## src/rtl/instr_fetch_queue_pkg.sv

```systemverilog
// Shared types and constants for the instruction fetch queue.
package instr_fetch_queue_pkg;

    typedef struct packed {
        logic [31:0] instr;
        logic [31:0] pc;
    } fetch_entry_t;

    localparam logic [31:0] PC_STEP = 32'd4;

endpackage

```

## src/rtl/instr_fetch_queue_if.sv

```systemverilog
// Fetch-stage bus: instruction-memory read port, controller handshake and redirect.
interface instr_fetch_queue_if;
    import instr_fetch_queue_pkg::*;

    logic        imem_rd_en;
    logic [31:0] imem_addr;
    logic [31:0] imem_rdata;
    logic        instr_valid;
    logic        instr_ready;
    logic [31:0] instr_out;
    logic [31:0] instr_pc;
    logic        redirect;
    logic [31:0] redirect_pc;

    modport master (
        output imem_rd_en, imem_addr, instr_valid, instr_out, instr_pc,
        input  imem_rdata, instr_ready, redirect, redirect_pc
    );

    modport slave (
        input  imem_rd_en, imem_addr, instr_valid, instr_out, instr_pc,
        output imem_rdata, instr_ready, redirect, redirect_pc
    );

endinterface

```

## src/rtl/instr_fetch_queue_fifo.sv

```systemverilog
// Synchronous FIFO of fetch entries with push/pop/flush; head is registered storage.
module fetch_fifo
    import instr_fetch_queue_pkg::*;
#(
    parameter int DEPTH = 4
) (
    input  logic                   clk,
    input  logic                   rst,
    input  logic                   push,
    input  logic                   pop,
    input  logic                   flush,
    input  fetch_entry_t           push_data,
    output fetch_entry_t           head,
    output logic [$clog2(DEPTH):0] count
);

    localparam int AW = $clog2(DEPTH);

    fetch_entry_t  mem_q [DEPTH];
    fetch_entry_t  mem_d [DEPTH];
    logic [AW-1:0] rd_ptr_q, rd_ptr_d;
    logic [AW-1:0] wr_ptr_q, wr_ptr_d;
    logic [AW:0]   count_q, count_d;

    always_comb begin
        mem_d    = mem_q;
        rd_ptr_d = rd_ptr_q;
        wr_ptr_d = wr_ptr_q;
        count_d  = count_q;
        if (flush) begin
            rd_ptr_d = '0;
            wr_ptr_d = '0;
            count_d  = '0;
        end else begin
            if (push) begin
                mem_d[wr_ptr_q] = push_data;
                wr_ptr_d        = wr_ptr_q + 1'b1;
            end
            if (pop) begin
                rd_ptr_d = rd_ptr_q + 1'b1;
            end
            if (push && !pop) begin
                count_d = count_q + 1'b1;
            end else if (pop && !push) begin
                count_d = count_q - 1'b1;
            end
        end
    end

    always_ff @(posedge clk) begin
        if (rst) begin
            mem_q    <= '{default: '0};
            rd_ptr_q <= '0;
            wr_ptr_q <= '0;
            count_q  <= '0;
        end else begin
            mem_q    <= mem_d;
            rd_ptr_q <= rd_ptr_d;
            wr_ptr_q <= wr_ptr_d;
            count_q  <= count_d;
        end
    end

    always_comb begin
        head  = mem_q[rd_ptr_q];
        count = count_q;
    end

endmodule

```

## src/rtl/instr_fetch_queue.sv

```systemverilog
// Fetch front end: owns fetch PC, tracks fixed-latency imem reads, queues returned words.
// Optional FETCH_PERF_EN adds handshake and flush counters.
module instr_fetch_queue
    import instr_fetch_queue_pkg::*;
#(
    parameter int          DEPTH    = 4,
    parameter int          IMEM_LAT = 2,
    parameter logic [31:0] PC_RESET = 32'h0
) (
    input  logic                clk,
    input  logic                rst,
    instr_fetch_queue_if.master bus
`ifdef FETCH_PERF_EN
    ,
    output logic [31:0]         perf_fetched,
    output logic [31:0]         perf_flushed
`endif
);

    localparam int CW = $clog2(DEPTH) + 1;

    logic [31:0]         fetch_pc_q, fetch_pc_d;
    logic [IMEM_LAT-1:0] pipe_vld_q, pipe_vld_d;
    logic [31:0]         pipe_pc_q [IMEM_LAT];
    logic [31:0]         pipe_pc_d [IMEM_LAT];

    logic [CW-1:0] count;
    logic [31:0]   inflight;
    logic [31:0]   occupancy;
    logic          issue, push, pop, valid;
    fetch_entry_t  head, push_data;

    // Credits cover queued plus in-flight words, so a returning word always has a slot.
    always_comb begin
        inflight = '0;
        for (int unsigned i = 0; i < IMEM_LAT; i++) begin
            inflight = inflight + 32'(pipe_vld_q[i]);
        end
        occupancy = inflight + 32'(count);
        issue     = !rst && !bus.redirect && (occupancy < 32'(DEPTH));
        push      = pipe_vld_q[IMEM_LAT-1] && !bus.redirect;
        valid     = (count != '0) && !bus.redirect;
        pop       = valid && bus.instr_ready;
        push_data = '{instr: bus.imem_rdata, pc: pipe_pc_q[IMEM_LAT-1]};
    end

    always_comb begin
        fetch_pc_d    = fetch_pc_q;
        pipe_vld_d    = '0;
        pipe_pc_d     = pipe_pc_q;
        pipe_vld_d[0] = issue;
        pipe_pc_d[0]  = fetch_pc_q;
        for (int unsigned i = 1; i < IMEM_LAT; i++) begin
            pipe_vld_d[i] = pipe_vld_q[i-1];
            pipe_pc_d[i]  = pipe_pc_q[i-1];
        end
        if (issue) begin
            fetch_pc_d = fetch_pc_q + PC_STEP;
        end
        // Clearing valid bits drops every stale return still travelling the pipe.
        if (bus.redirect) begin
            fetch_pc_d = bus.redirect_pc & ~32'h3;
            pipe_vld_d = '0;
        end
    end

    always_ff @(posedge clk) begin
        if (rst) begin
            fetch_pc_q <= PC_RESET;
            pipe_vld_q <= '0;
            pipe_pc_q  <= '{default: '0};
        end else begin
            fetch_pc_q <= fetch_pc_d;
            pipe_vld_q <= pipe_vld_d;
            pipe_pc_q  <= pipe_pc_d;
        end
    end

    fetch_fifo #(
        .DEPTH(DEPTH)
    ) u_fifo (
        .clk      (clk),
        .rst      (rst),
        .push     (push),
        .pop      (pop),
        .flush    (bus.redirect),
        .push_data(push_data),
        .head     (head),
        .count    (count)
    );

    always_comb begin
        bus.imem_rd_en  = issue;
        bus.imem_addr   = fetch_pc_q;
        bus.instr_valid = valid;
        bus.instr_out   = head.instr;
        bus.instr_pc    = head.pc;
    end

`ifdef FETCH_PERF_EN
    logic [31:0] perf_fetched_q, perf_fetched_d;
    logic [31:0] perf_flushed_q, perf_flushed_d;

    always_comb begin
        perf_fetched_d = perf_fetched_q + 32'(pop);
        perf_flushed_d = perf_flushed_q;
        if (bus.redirect) begin
            perf_flushed_d = perf_flushed_q + occupancy;
        end
    end

    always_ff @(posedge clk) begin
        if (rst) begin
            perf_fetched_q <= '0;
            perf_flushed_q <= '0;
        end else begin
            perf_fetched_q <= perf_fetched_d;
            perf_flushed_q <= perf_flushed_d;
        end
    end

    always_comb begin
        perf_fetched = perf_fetched_q;
        perf_flushed = perf_flushed_q;
    end
`endif

endmodule

```

## src/flat_wrapper.sv

```systemverilog
// flat-port wrapper written by rule: the top's interface ports become plain ports
module instr_fetch_queue_flat import instr_fetch_queue_pkg::*;
#(
    parameter int          DEPTH    = 4,
    parameter int          IMEM_LAT = 2,
    parameter logic [31:0] PC_RESET = 32'h0
)
  (clk, rst, bus_imem_rd_en, bus_imem_addr, bus_instr_valid, bus_instr_out, bus_instr_pc, bus_imem_rdata, bus_instr_ready, bus_redirect, bus_redirect_pc);
  instr_fetch_queue_if bus_i ();
  input  logic clk;
  input  logic rst;
  output wire logic [$bits(bus_i.imem_rd_en)-1:0] bus_imem_rd_en;
  output wire logic [$bits(bus_i.imem_addr)-1:0] bus_imem_addr;
  output wire logic [$bits(bus_i.instr_valid)-1:0] bus_instr_valid;
  output wire logic [$bits(bus_i.instr_out)-1:0] bus_instr_out;
  output wire logic [$bits(bus_i.instr_pc)-1:0] bus_instr_pc;
  input wire logic [$bits(bus_i.imem_rdata)-1:0] bus_imem_rdata;
  input wire logic [$bits(bus_i.instr_ready)-1:0] bus_instr_ready;
  input wire logic [$bits(bus_i.redirect)-1:0] bus_redirect;
  input wire logic [$bits(bus_i.redirect_pc)-1:0] bus_redirect_pc;
  assign bus_imem_rd_en = bus_i.imem_rd_en;
  assign bus_imem_addr = bus_i.imem_addr;
  assign bus_instr_valid = bus_i.instr_valid;
  assign bus_instr_out = bus_i.instr_out;
  assign bus_instr_pc = bus_i.instr_pc;
  assign bus_i.imem_rdata = bus_imem_rdata;
  assign bus_i.instr_ready = bus_instr_ready;
  assign bus_i.redirect = bus_redirect;
  assign bus_i.redirect_pc = bus_redirect_pc;
  instr_fetch_queue #(.DEPTH(DEPTH), .IMEM_LAT(IMEM_LAT), .PC_RESET(PC_RESET)) u_core (.clk(clk), .rst(rst), .bus(bus_i));
endmodule
```

## config.mk

```make
export PLATFORM = sky130hd
export DESIGN_NAME = instr_fetch_queue_flat
export DESIGN_NICKNAME = d
export VERILOG_FILES = /design/src/rtl/instr_fetch_queue_pkg.sv /design/src/rtl/instr_fetch_queue_if.sv /design/src/rtl/instr_fetch_queue_fifo.sv /design/src/rtl/instr_fetch_queue.sv /design/src/flat_wrapper.sv
export SDC_FILE = /design/constraint.sdc
export NUM_CORES = 1
export LEC_CHECK = 0
export BUFFER_PORTS_ARGS = -buffer_cell sky130_fd_sc_hd__buf_4
export CORE_ASPECT_RATIO = 0.5
export CORE_UTILIZATION = 35
export CTS_CLUSTER_DIAMETER = 200
export CTS_CLUSTER_SIZE = 14
export DETAILED_ROUTE_END_ITERATION = 12
export PLACE_DENSITY = 0.56
export SYNTH_ARGS = -nofsm -noshare
export SYNTH_HDL_FRONTEND = slang
export SYNTH_SLANG_ARGS = --single-unit
export TNS_END_PERCENT = 50
```

## constraint.sdc

```tcl
create_clock -name clk -period 3.37 [get_ports clk]
set_clock_uncertainty 0.2 [all_clocks]
set_input_delay 0 -clock clk [delete_from_list [all_inputs] [get_ports clk]]
set_output_delay 0 -clock clk [all_outputs]
set_load 0.1 [all_outputs]
```

[After elaboration in Yosys (flattened, before gate mapping)]
Index checks and enable logic that the tools add are counted.
W data, S select, Z words.
Storage, ports and cells
  flip-flop bits (word level): 361
  input port bits: 68
  output and inout port bits: 98
  logic and storage cells: 57
Operators by class
  add/subtract/negate cells: 7
  $lt $le $gt $ge: 4
  muxes and demuxes: 10
  bitwise gates (word level): 3
  reductions and logical operators: 17
Operators with widths (count)
  $bwmux W256: 1
  $mux W64: 3
  $bmux W64 S2: 1
  $demux W64 S2: 1
  $mux W32: 2
  $add A32 B3 Y32: 1
  $add A32 B3 Y32 const B: 1
  $lt A32 B3 Y1 const B: 1
  $logic_and A1 B1 Y1: 8
  $ge A3 B3 Y1 const B: 2
  $mux W3: 2
  $not A2 Y3: 2
  $add A2 B1 Y2 const B: 2
  $logic_not A1 Y1: 4
  $reduce_bool A2 Y1: 2
  $add A3 B1 Y3 const B: 1
  $lt A3 B1 Y1 const B: 1
  $reduce_bool A3 Y1: 1
  $sub A3 B1 Y3 const B: 1
  $add A1 B1 Y2: 1
  $reduce_and A2 Y1: 1
  $reduce_or A2 Y1: 1
  $not A1 Y1: 1

[Longest topological paths before layout]
Gate-level depths: netlist of run 1.
  depth after elaboration: 6
  gate-level depth with buffers: 9
  gate-level depth less buffers: 9

[Modules after synthesis]
From an unflattened synthesis of run 1, not the netlist that was laid out.
Second synthesis, totals
  cell total of the unflattened synthesis: 1624
  area total of the unflattened synthesis: 15019.4 um^2
Modules (own cells, without submodules)
  fetch_fifo: times used 1, cells an instance 1232, area an instance 11277.1 um^2, sequential area each 5265.0 um^2
  instr_fetch_queue: times used 1, cells an instance 392, area an instance 3742.3 um^2, sequential area each 1841.8 um^2

[Worst setup path after synthesis of run 1]
OpenSTA, ideal clock, no wires.
  kind: reg2reg
  start: register u_core.pipe_vld_q[1]
  end: register u_core.fetch_pc_q[31] (netlist: u_core.bus.imem_addr[31])
  setup time: 116 ps
  arrival: 2402 ps
  data required time: 3054 ps
  path slack: 653 ps
  cell stages (with the launch flop): 8
  path buffers: 0
  period minus slack after synthesis: 2717 ps
  cell sequence: dfxtp_1 -> ha_1 -> ha_1 -> a311oi_4 -> nand2_1 -> inv_1 -> nand4_1 -> and3_1
Between the ends
  longest elaborated chain between the ends: 5
Ends and longest elaborated chain
  from (decl): RTL line instr_fetch_queue.sv:23  | logic [IMEM_LAT-1:0] pipe_vld_q, pipe_vld_d;
  from (signal assigned): RTL line instr_fetch_queue.sv:74  | pipe_vld_q <= pipe_vld_d;
  $add A1 B1 Y2: RTL line instr_fetch_queue.sv:37  | inflight = inflight + 32'(pipe_vld_q[i]);
  $add A32 B3 Y32: RTL line instr_fetch_queue.sv:39  | occupancy = inflight + 32'(count);
  $lt A32 B3 Y1: RTL line instr_fetch_queue.sv:40  | issue = !rst && !bus.redirect && (occupancy < 32'(DEPTH));
  $logic_and A1 B1 Y1: RTL line instr_fetch_queue.sv:40
  net bus_imem_rd_en: RTL line flat_wrapper.sv:12  | output wire logic [$bits(bus_i.imem_rd_en)-1:0] bus_imem_rd_en;
  $reduce_bool A2 Y1 (no source line)
  to (signal assigned): RTL line instr_fetch_queue.sv:73  | fetch_pc_q <= fetch_pc_d;
  to (decl): RTL line instr_fetch_queue.sv:22  | logic [31:0] fetch_pc_q, fetch_pc_d;
The timed path passes the listed nets, and every way through them passes these cells.
A chain may end at the register's enable or synchronous reset.

[Worst setup path in the final report of run 1]
  start: register u_core.pipe_vld_q[1]
  end: register u_core.fetch_pc_q[27] (netlist: u_core.bus.imem_addr[27])
Between the ends
  longest elaborated chain between the ends: 5
Ends and longest elaborated chain (RTL line)
  $add A1 B1 Y2: instr_fetch_queue.sv:37
  $add A32 B3 Y32: instr_fetch_queue.sv:39
  $lt A32 B3 Y1: instr_fetch_queue.sv:40
  $logic_and A1 B1 Y1: instr_fetch_queue.sv:40
  $reduce_bool A2 Y1 (no source line)
No other way between the ends.

==> results of run 1 <==
timing repair:
item                                    4_1_cts  5_1_grt
hold buffers                                 86        0
resized for setup                             0        1
endpoints found under the setup margin        0        1
endpoints found under the hold margin       233        0
state kept, by name (all words and copies together) (netlist names):
register,cells
u_core.u_fifo.count,3
u_core.pipe_vld_q,2
u_core.u_fifo.wr_ptr_q,2
u_core.pipe_pc_q,30
u_core.pipe_pc_d,30
u_core.u_fifo.mem_q,248
u_core.bus.imem_addr,30
u_core.u_fifo.rd_ptr_q,2
cell usage after synthesis, drive strengths merged (2+ instances only):
library cell  count
a2111oi           3
nand3             9
a31oi             3
nand2b            3
or4b              2
a21oi           254
nor3              6
ha                8
buf              45
or4              10
o41ai             3
nor4              7
and2              6
nand4            11
or3               6
xor2              7
nand2           528
and4              7
nor2             34
a211oi            8
clkbuf          108
xnor2             6
o31ai             5
dfxtp           347
o211ai            5
nor2b            59
mux2i             2
o21ai             4
o31a              2
inv              10
mux4             62
a311o             3
and3             12
a311oi           11
worst min path at each step:
stage | endpoint | from
after global placement | u_core.bus.imem_addr[2] | bus_redirect_pc[2]
after global routing | u_core.u_fifo.mem_q[100] | bus_imem_rdata[4]
after floorplan | u_core.u_fifo.mem_q[100] | bus_imem_rdata[4]
after CTS | u_core.u_fifo.mem_q[57] | bus_imem_rdata[25]
after detailed placement | u_core.bus.imem_addr[2] | bus_redirect_pc[2]
final | u_core.u_fifo.mem_q[57] | bus_imem_rdata[25]
worst min-delay path: cells and delay by family:
kind,cells,cell delay (ns)
buffers and inverters,2,0.68
AND/OR/NAND/NOR,1,0.05
AO/OA/AOI/OAI,1,0.05
cell type report:
class	count	area, um2	share of cell area (%)
timing repair buffer	265	2337	13.62
clock buffer	30	729.5	4.252
inverter	10	37.54	0.2188
tap	530	663.1	3.866
sequential	347	6954	40.54
clock inverter	1	5.005	0.02917
multi-input combinational	1101	6429	37.47
routing by layer:
metal,wire (um),track usage [%],vias to the layer above
met5,0,0,-
li1,-,-,5680
met2,18340,30.68,234
met1,19260,28.02,5535
met3,1761,2.206,33
met4,498,3.237,0
cells by family (layout without fill, tap and decap cells):
kind of cell    count (synthesis)  after routing  synth area share, %
compound gates                306            306                12.08
xor+xnor                       13             13               0.8080
fa+ha+maj                       9              9               0.8525
buf+inv                       163            306                5.301
flops                         347            347                49.30
mux                            64             64                10.05
other cells                     1              4              0.02661
simple gates                  705            705                21.59
power breakdown:
part	internal [mW]	switching, mW	leakage (nW)
sequential	4.16	0.0810	2.81
combinational	0.224	0.460	2.77
clock	1.51	1.47	0.362
total	5.90	2.01	5.94
==> metrics.md, run 1 <==
| Metric | Value |
|---|---|
| HP Class | `in -> reg` |
| FFs w/ async S/R, synth | `0%` |
| CP endpoint | `u_core.bus.imem_addr[27]` |
| Die Span X | `285.8 um` |
| Most used cell, CP | `ha_1` |
| Critical path required time | `3.62 ns` |
| Crit end category | `flop` |
| CTS sink count | `347` |
| Final ANT Viol Nets | `0` |
| LEAKAGE | `5.941 nW` |
| CP delay by family, top | `buffers and inverters` |
| Post-DP HPWL | `23110 um` |
| Final Slew Violations | `0` |
| Worst Setup SP | `u_core.pipe_vld_q[1]` |
| Worst path buffer plus inverter count | `2` |
| Input/output buffers | `159` |
| Avg Cell Area, Syn | `8.763 um2` |
| Final GP Congestion | `0.7815` |
| Vias in the first global route | `10860` |
| Initial antenna violation count | `1` |
| Max_slew headroom | `43.63%` |
| Post-synth top area cell | `dfxtp_1` |
| Commonest cells after routing, fill and taps aside | `nand2_1, dfxtp_1, a21oi_1` |
| Via count | `11480` |
| Synth area leaders | `dfxtp_1, nand2_1, mux4_2` |
| DR WL/cell | `17.45 um` |
| Core Rows | `51` |
| Clock Tree Root | `clkbuf_16` |
| Setup_tns | `0 ns` |
| VDD IR max | `0.3924 mV` |
| Worst hold stages | `4` |
| Max-Cap Viols | `0` |
| Critical path depth in cells | `8` |
| WP data arrival | `3.48 ns` |
| Synth cell types | `52` |
| Max Freq | `309.3 MHz` |
| Clk pin slew, worst setup/hold paths | `0.07 ns` |
| Reg2reg setup slack | `0.14 ns` |
| Vias per cell | `5.027` |
| Yosys warnings | `0` |
| DP Cell Count | `2167` |
| Synth Instances | `1608` |
| Worst skew pair latency | `0.56 ns` |
| Post-CTS Setup Repair Bufs | `0` |
| Slowest CP cell | `dlygate4sd3_1` |
| Critical path class | `reg -> reg` |
| Worst hold margin | `0.06562 ns` |
| Initial Util | `35.85%` |
| Final wirelength | `39860 um` |
| Reg2reg path depth | `8` |
| Seq/Total Area, Yosys | `49.30%` |
| CTS max path bufs | `3` |
| Outcome | `completed` |
| Power consumption | `7.906 mW` |
| Setup ws final | `0.1372 ns` |
| Synthesis-stage register bit count | `347` |
| Worst slew pin tran | `0.8379 ns` |
| CP Max Fanout | `11` |
| Placed cell areas | `15550 um2` |
| GR Util All Layers | `19.16%` |
| Diodes inserted | `0` |
| First-pass GRT wire length | `62240 um` |
| Endpoints failing setup | `0` |
| Share of cells above drive strength 1 | `16.36%` |
| Primary FF master, synth | `dfxtp_1` |
| Fin. Hold Viols | `0` |
| Fill count | `3926` |
| Syn Std Cell Area | `14090 um2` |
| Nets@finish | `1830` |
| DR DRC count | `0` |
| Pin count of the biggest net entering global routing | `164` |
| IO Count | `166` |
| Ordered cell list for the critical path | `ha_1, ha_1, a311o_1, buf_4, nor4_1, o41ai_1, dlygate4sd3_1, or3_1` |
| Overflow after GRT | `0` |
| RSZ-0062 raised after global routing | `no` |
| Die Height | `143.9 um` |
| Die area | `41120 um2` |
| Fin area | `17160 um2` |
| Top-area cell type share of the netlist area | `49.30%` |
| Core ar. | `39310 um2` |
| DRT Pass-1 Iters | `5` |
| EDFF count, synth | `0` |
| First DRT Iteration DRCs | `926` |
| FF-to-FF Start | `u_core.pipe_vld_q[1]` |
| Total CTS buffers | `28` |
| Htree depth | `1` |
| Post-layout min period | `3.233 ns` |
| Reg-to-reg endpoint | `u_core.bus.imem_addr[27]` |
| Power density over the cells | `460.9 nW/um2` |
| Area delta synth->final | `21.75%` |
| Pre-CTS setup slack | `0.6981 ns` |
| Tcrit/Tclk final | `95.93%` |
| CP Launch Type | `flop` |
| Core Util, Final | `43.64%` |
| Non-filler cells, final | `2284` |
| CTS tree | `built` |
| Max stage delay on crit path | `0.59 ns` |
| Commonest non-fill, non-tap cell in the layout | `nand2_1` |
(Power assumes the default switching activity.)
==> run 2, diff against run 1 <==
--- a/config.mk
+++ b/config.mk
@@ -12,6 +12,7 @@
 export CTS_CLUSTER_SIZE = 14
 export DETAILED_ROUTE_END_ITERATION = 12
 export PLACE_DENSITY = 0.56
+export SETUP_SLACK_MARGIN = 0.5
 export SYNTH_ARGS = -nofsm -noshare
 export SYNTH_HDL_FRONTEND = slang
 export SYNTH_SLANG_ARGS = --single-unit
==> constraint.sdc (replaced) <==
create_clock -name clk -period 3.4 [get_ports clk]
set_clock_uncertainty 0.2 [all_clocks]
set_input_delay 0 -clock clk [delete_from_list [all_inputs] [get_ports clk]]
set_output_delay 0 -clock clk [all_outputs]
set_load 0.1 [all_outputs]
==> run 2 against run 1 <==
Effect of this change: critical endpoint is now u_core.bus.imem_addr[29]; cell area shrank 0.25%; fmax grew 13%; total power shrank 1.2%; highest routed layer unchanged; largest cell class unchanged; setup slack gained 0.40 ns; sequential share of layout area grew 0.10 points; global-route usage shrank 0.40 points; via count shrank 1.1%; critical path type unchanged; combinational power shrank 2%; first-iteration DRC count shrank 7.3%; clock-buffer cell count is the same.
==> metrics.md, run 2 (synthesis gave the netlist of run 1 again) <==
| Metric | Value |
|---|---|
| Core ar. | `39310 um2 (unchanged)` |
| Initial Util | `35.85% (unchanged)` |
| Max_slew headroom | `35.80% (was 43.63%)` |
| Reg power frac | `53.8% (was 53.6%)` |
| Via count | `11360 (was 11480)` |
| Fin. Hold Viols | `0 (unchanged)` |
| Total CTS buffers | `28 (unchanged)` |
| Crit end category | `flop (unchanged)` |
| HP Start | `bus_imem_rdata[16] (was bus_imem_rdata[25])` |
| Area delta synth->final | `21.44% (was 21.75%)` |
| CP Max Fanout | `11 (unchanged)` |
| Tcrit/Tclk final | `84.23% (was 95.93%)` |
| Die area | `41120 um2 (unchanged)` |
| Worst path buffer plus inverter count | `2 (unchanged)` |
| Pre-CTS setup slack | `0.6501 ns (was 0.6981 ns)` |
| First-pass GRT wire length | `61640 um (was 62240 um)` |
| Ordered cell list for the critical path | `ha_1, ha_1, a311o_1, buf_6, o211ai_1, a21oi_1, a311o_1, dlygate4sd3_1 (was ha_1, ha_1, a311o_1, buf_4, nor4_1, o41ai_1, dlygate4sd3_1, or3_1)` |
| Endpoints failing setup | `0 (unchanged)` |
| VDD IR max | `0.4006 mV (was 0.3924 mV)` |
| First DRT Iteration DRCs | `858 (was 926)` |
| Setup ws final | `0.5363 ns (was 0.1372 ns)` |
| Post-CTS Setup Repair Bufs | `0 (unchanged)` |
| Worst hold margin | `0.06547 ns (was 0.06562 ns)` |
| Nets@finish | `1823 (was 1830)` |
| GR Util All Layers | `18.76% (was 19.16%)` |
| Setup_tns | `0 ns (unchanged)` |
| Combinational share of power | `8.6% (was 8.7%)` |
| Final GP Congestion | `0.7755 (was 0.7815)` |
| Final wirelength | `38810 um (was 39860 um)` |
| Fin area | `17110 um2 (was 17160 um2)` |
| Power density over the cells | `456.4 nW/um2 (was 460.9 nW/um2)` |
| Vias per cell | `4.989 (was 5.027)` |
| Final Slew Violations | `0 (unchanged)` |
| Reg2reg path depth | `8 (unchanged)` |
| Max stage delay on crit path | `0.55 ns (was 0.59 ns)` |
| DRT Pass-1 Iters | `5 (unchanged)` |
| Diodes inserted | `0 (unchanged)` |
| Critical path depth in cells | `8 (unchanged)` |
| Outcome | `completed (unchanged)` |
| Critical path required time | `3.64 ns (was 3.62 ns)` |
| Power consumption | `7.810 mW (was 7.906 mW)` |
| CTS tree | `built (unchanged)` |
| Max layer used | `met4 (unchanged)` |
| Die Height | `143.9 um (unchanged)` |
| Critical path class | `reg -> reg (unchanged)` |
| Die Span X | `285.8 um (unchanged)` |
| HP Class | `in -> reg (unchanged)` |
| Initial antenna violation count | `2 (was 1)` |
| Clock Tree Root | `clkbuf_16 (unchanged)` |
| Vias in the first global route | `10930 (was 10860)` |
| Max Freq | `349.2 MHz (was 309.3 MHz)` |
| Post-layout min period | `2.864 ns (was 3.233 ns)` |
| Htree depth | `1 (unchanged)` |
| Final ANT Viol Nets | `0 (unchanged)` |
| Net Sw Frac | `25.21% (was 25.41%)` |
| Slowest CP cell | `dlygate4sd3_1 (unchanged)` |
| Placed cell areas | `15550 um2 (about the same)` |
| Non-filler cells, final | `2277 (was 2284)` |
| Core Rows | `51 (unchanged)` |
| Max-Cap Viols | `0 (unchanged)` |
| Worst skew pair latency | `0.56 ns (about the same)` |
| Commonest non-fill, non-tap cell in the layout | `nand2_1 (unchanged)` |
| DP Cell Count | `2166 (was 2167)` |
| Max FFs per register | `248 (unchanged)` |
| Post-DP HPWL | `22760 um (was 23110 um)` |
| Reg-to-reg endpoint | `u_core.bus.imem_addr[29] (was u_core.bus.imem_addr[27])` |
| CP Launch Type | `flop (unchanged)` |
| Share of cells above drive strength 1 | `16.54% (was 16.36%)` |
| Input/output buffers | `159 (unchanged)` |
| Internal Pwr Total | `5.841 mW (was 5.897 mW)` |
| DR DRC count | `0 (unchanged)` |
| CP endpoint | `u_core.bus.imem_addr[29] (was u_core.bus.imem_addr[27])` |
| Metal2 WL | `17850 um (was 18340 um)` |
| Switching power | `1.969 mW (was 2.009 mW)` |
| Clk pin slew, worst setup/hold paths | `0.07 ns (about the same)` |
| DRT met1 WL | `18620 um (was 19260 um)` |
| CTS sink count | `347 (unchanged)` |
| IO Count | `166 (unchanged)` |
| WP data arrival | `3.11 ns (was 3.48 ns)` |
| Overflow after GRT | `0 (unchanged)` |
| Commonest cells after routing, fill and taps aside | `nand2_1, dfxtp_1, a21oi_1 (unchanged)` |
| DR WL/cell | `17.05 um (was 17.45 um)` |
| CTS max path bufs | `3 (unchanged)` |
| Met3 wire length | `1789 um (was 1761 um)` |
| Worst Setup SP | `u_core.pipe_vld_q[1] (unchanged)` |
| LEAKAGE | `5.906 nW (was 5.941 nW)` |
| Pin count of the biggest net entering global routing | `131 (was 164)` |
| Core Util, Final | `43.54% (was 43.64%)` |
| Reg2reg setup slack | `0.54 ns (was 0.14 ns)` |
| Clock power frac | `37.6% (was 37.7%)` |
| RSZ-0062 raised after global routing | `yes (was no)` |
| FF-to-FF Start | `u_core.pipe_vld_q[1] (unchanged)` |
| Reg with most FFs | `u_core.u_fifo.mem_q (unchanged)` |
| Worst slew pin tran | `0.9629 ns (was 0.8379 ns)` |
| CP delay by family, top | `compound AO/OA/AOI/OAI gates (was buffers and inverters)` |
==> run 2: cell types whose count changed in the layout (fill, tap and decap cells not counted) <==
cell	previous run	this run
nand2_1	524	523
nand2_2	4	5
buf_4	168	164
nor3_4	0	1
dlygate4sd3_1	86	80
inv_2	0	1
nor3_1	6	5
buf_6	0	3
inv_1	10	9
==> run 2: worst register-to-register path: stages, from the launching register on <==
cell and delay (ns):
dfxtp_1 0.36, ha_1 0.20, ha_1 0.32, a311o_1 0.40, buf_6 0.17, o211ai_1 0.18, a21oi_1 0.08, a311o_1 0.30
dlygate4sd3_1 0.55
==> run 2: cell type report <==
| type | count | area, um2 |
|---|---|---|
| Clock inverter | 1 | 5.005 |
| Inverter | 10 | 37.54 |
| Timing Repair Buffer | 258 | 2281 |
| Multi-Input combinational cell | 1101 | 6442 |
| Fill cell | 3926 | 22200 |
| Clock buffer | 30 | 729.5 |
| Tap cell | 530 | 663.1 |
| Sequential cell | 347 | 6954 |
==> run 2: repair_timing <==
| item | 4_1_cts | 5_1_grt |
|---|---|---|
| resized for setup | 2 | 6 |
| setup endpoints to repair | 1 | 5 |
| pin swaps | 0 | 1 |
| endpoints found under the hold margin | 240 | 0 |
| hold buffers | 80 | 0 |
==> run 2: per-layer routing <==
metal / global-route usage, % / up-vias
met5: 0 / -
met4: 3.152 / 0
met3: 2.397 / 38
met2: 30.14 / 238
met1: 27.22 / 5413
li1: - / 5672
==> run 2: worst min-delay path by stage <==
stage	cells after the start	slack, ns	end
detailed placement	3	0.07	u_core.bus.imem_addr[8]
global placement	3	0.06	u_core.bus.imem_addr[8]
floorplan	2	-0.06	u_core.u_fifo.mem_q[100]
finish	4	0.07	u_core.u_fifo.mem_q[176]
global route	4	0.06	u_core.u_fifo.mem_q[187]
CTS	4	0.04	u_core.u_fifo.mem_q[115]
==> run 2: power groups by stage <==
stage | clock network (mW) | logic, mW | registers [mW]
floorplan | 0 | 0.463 | 4.26
global placement | 0 | 0.602 | 4.29
detailed placement | 0 | 0.600 | 4.29
CTS | 3.03 | 0.676 | 4.20
global route | 3.20 | 0.714 | 4.21
finish | 2.94 | 0.673 | 4.20
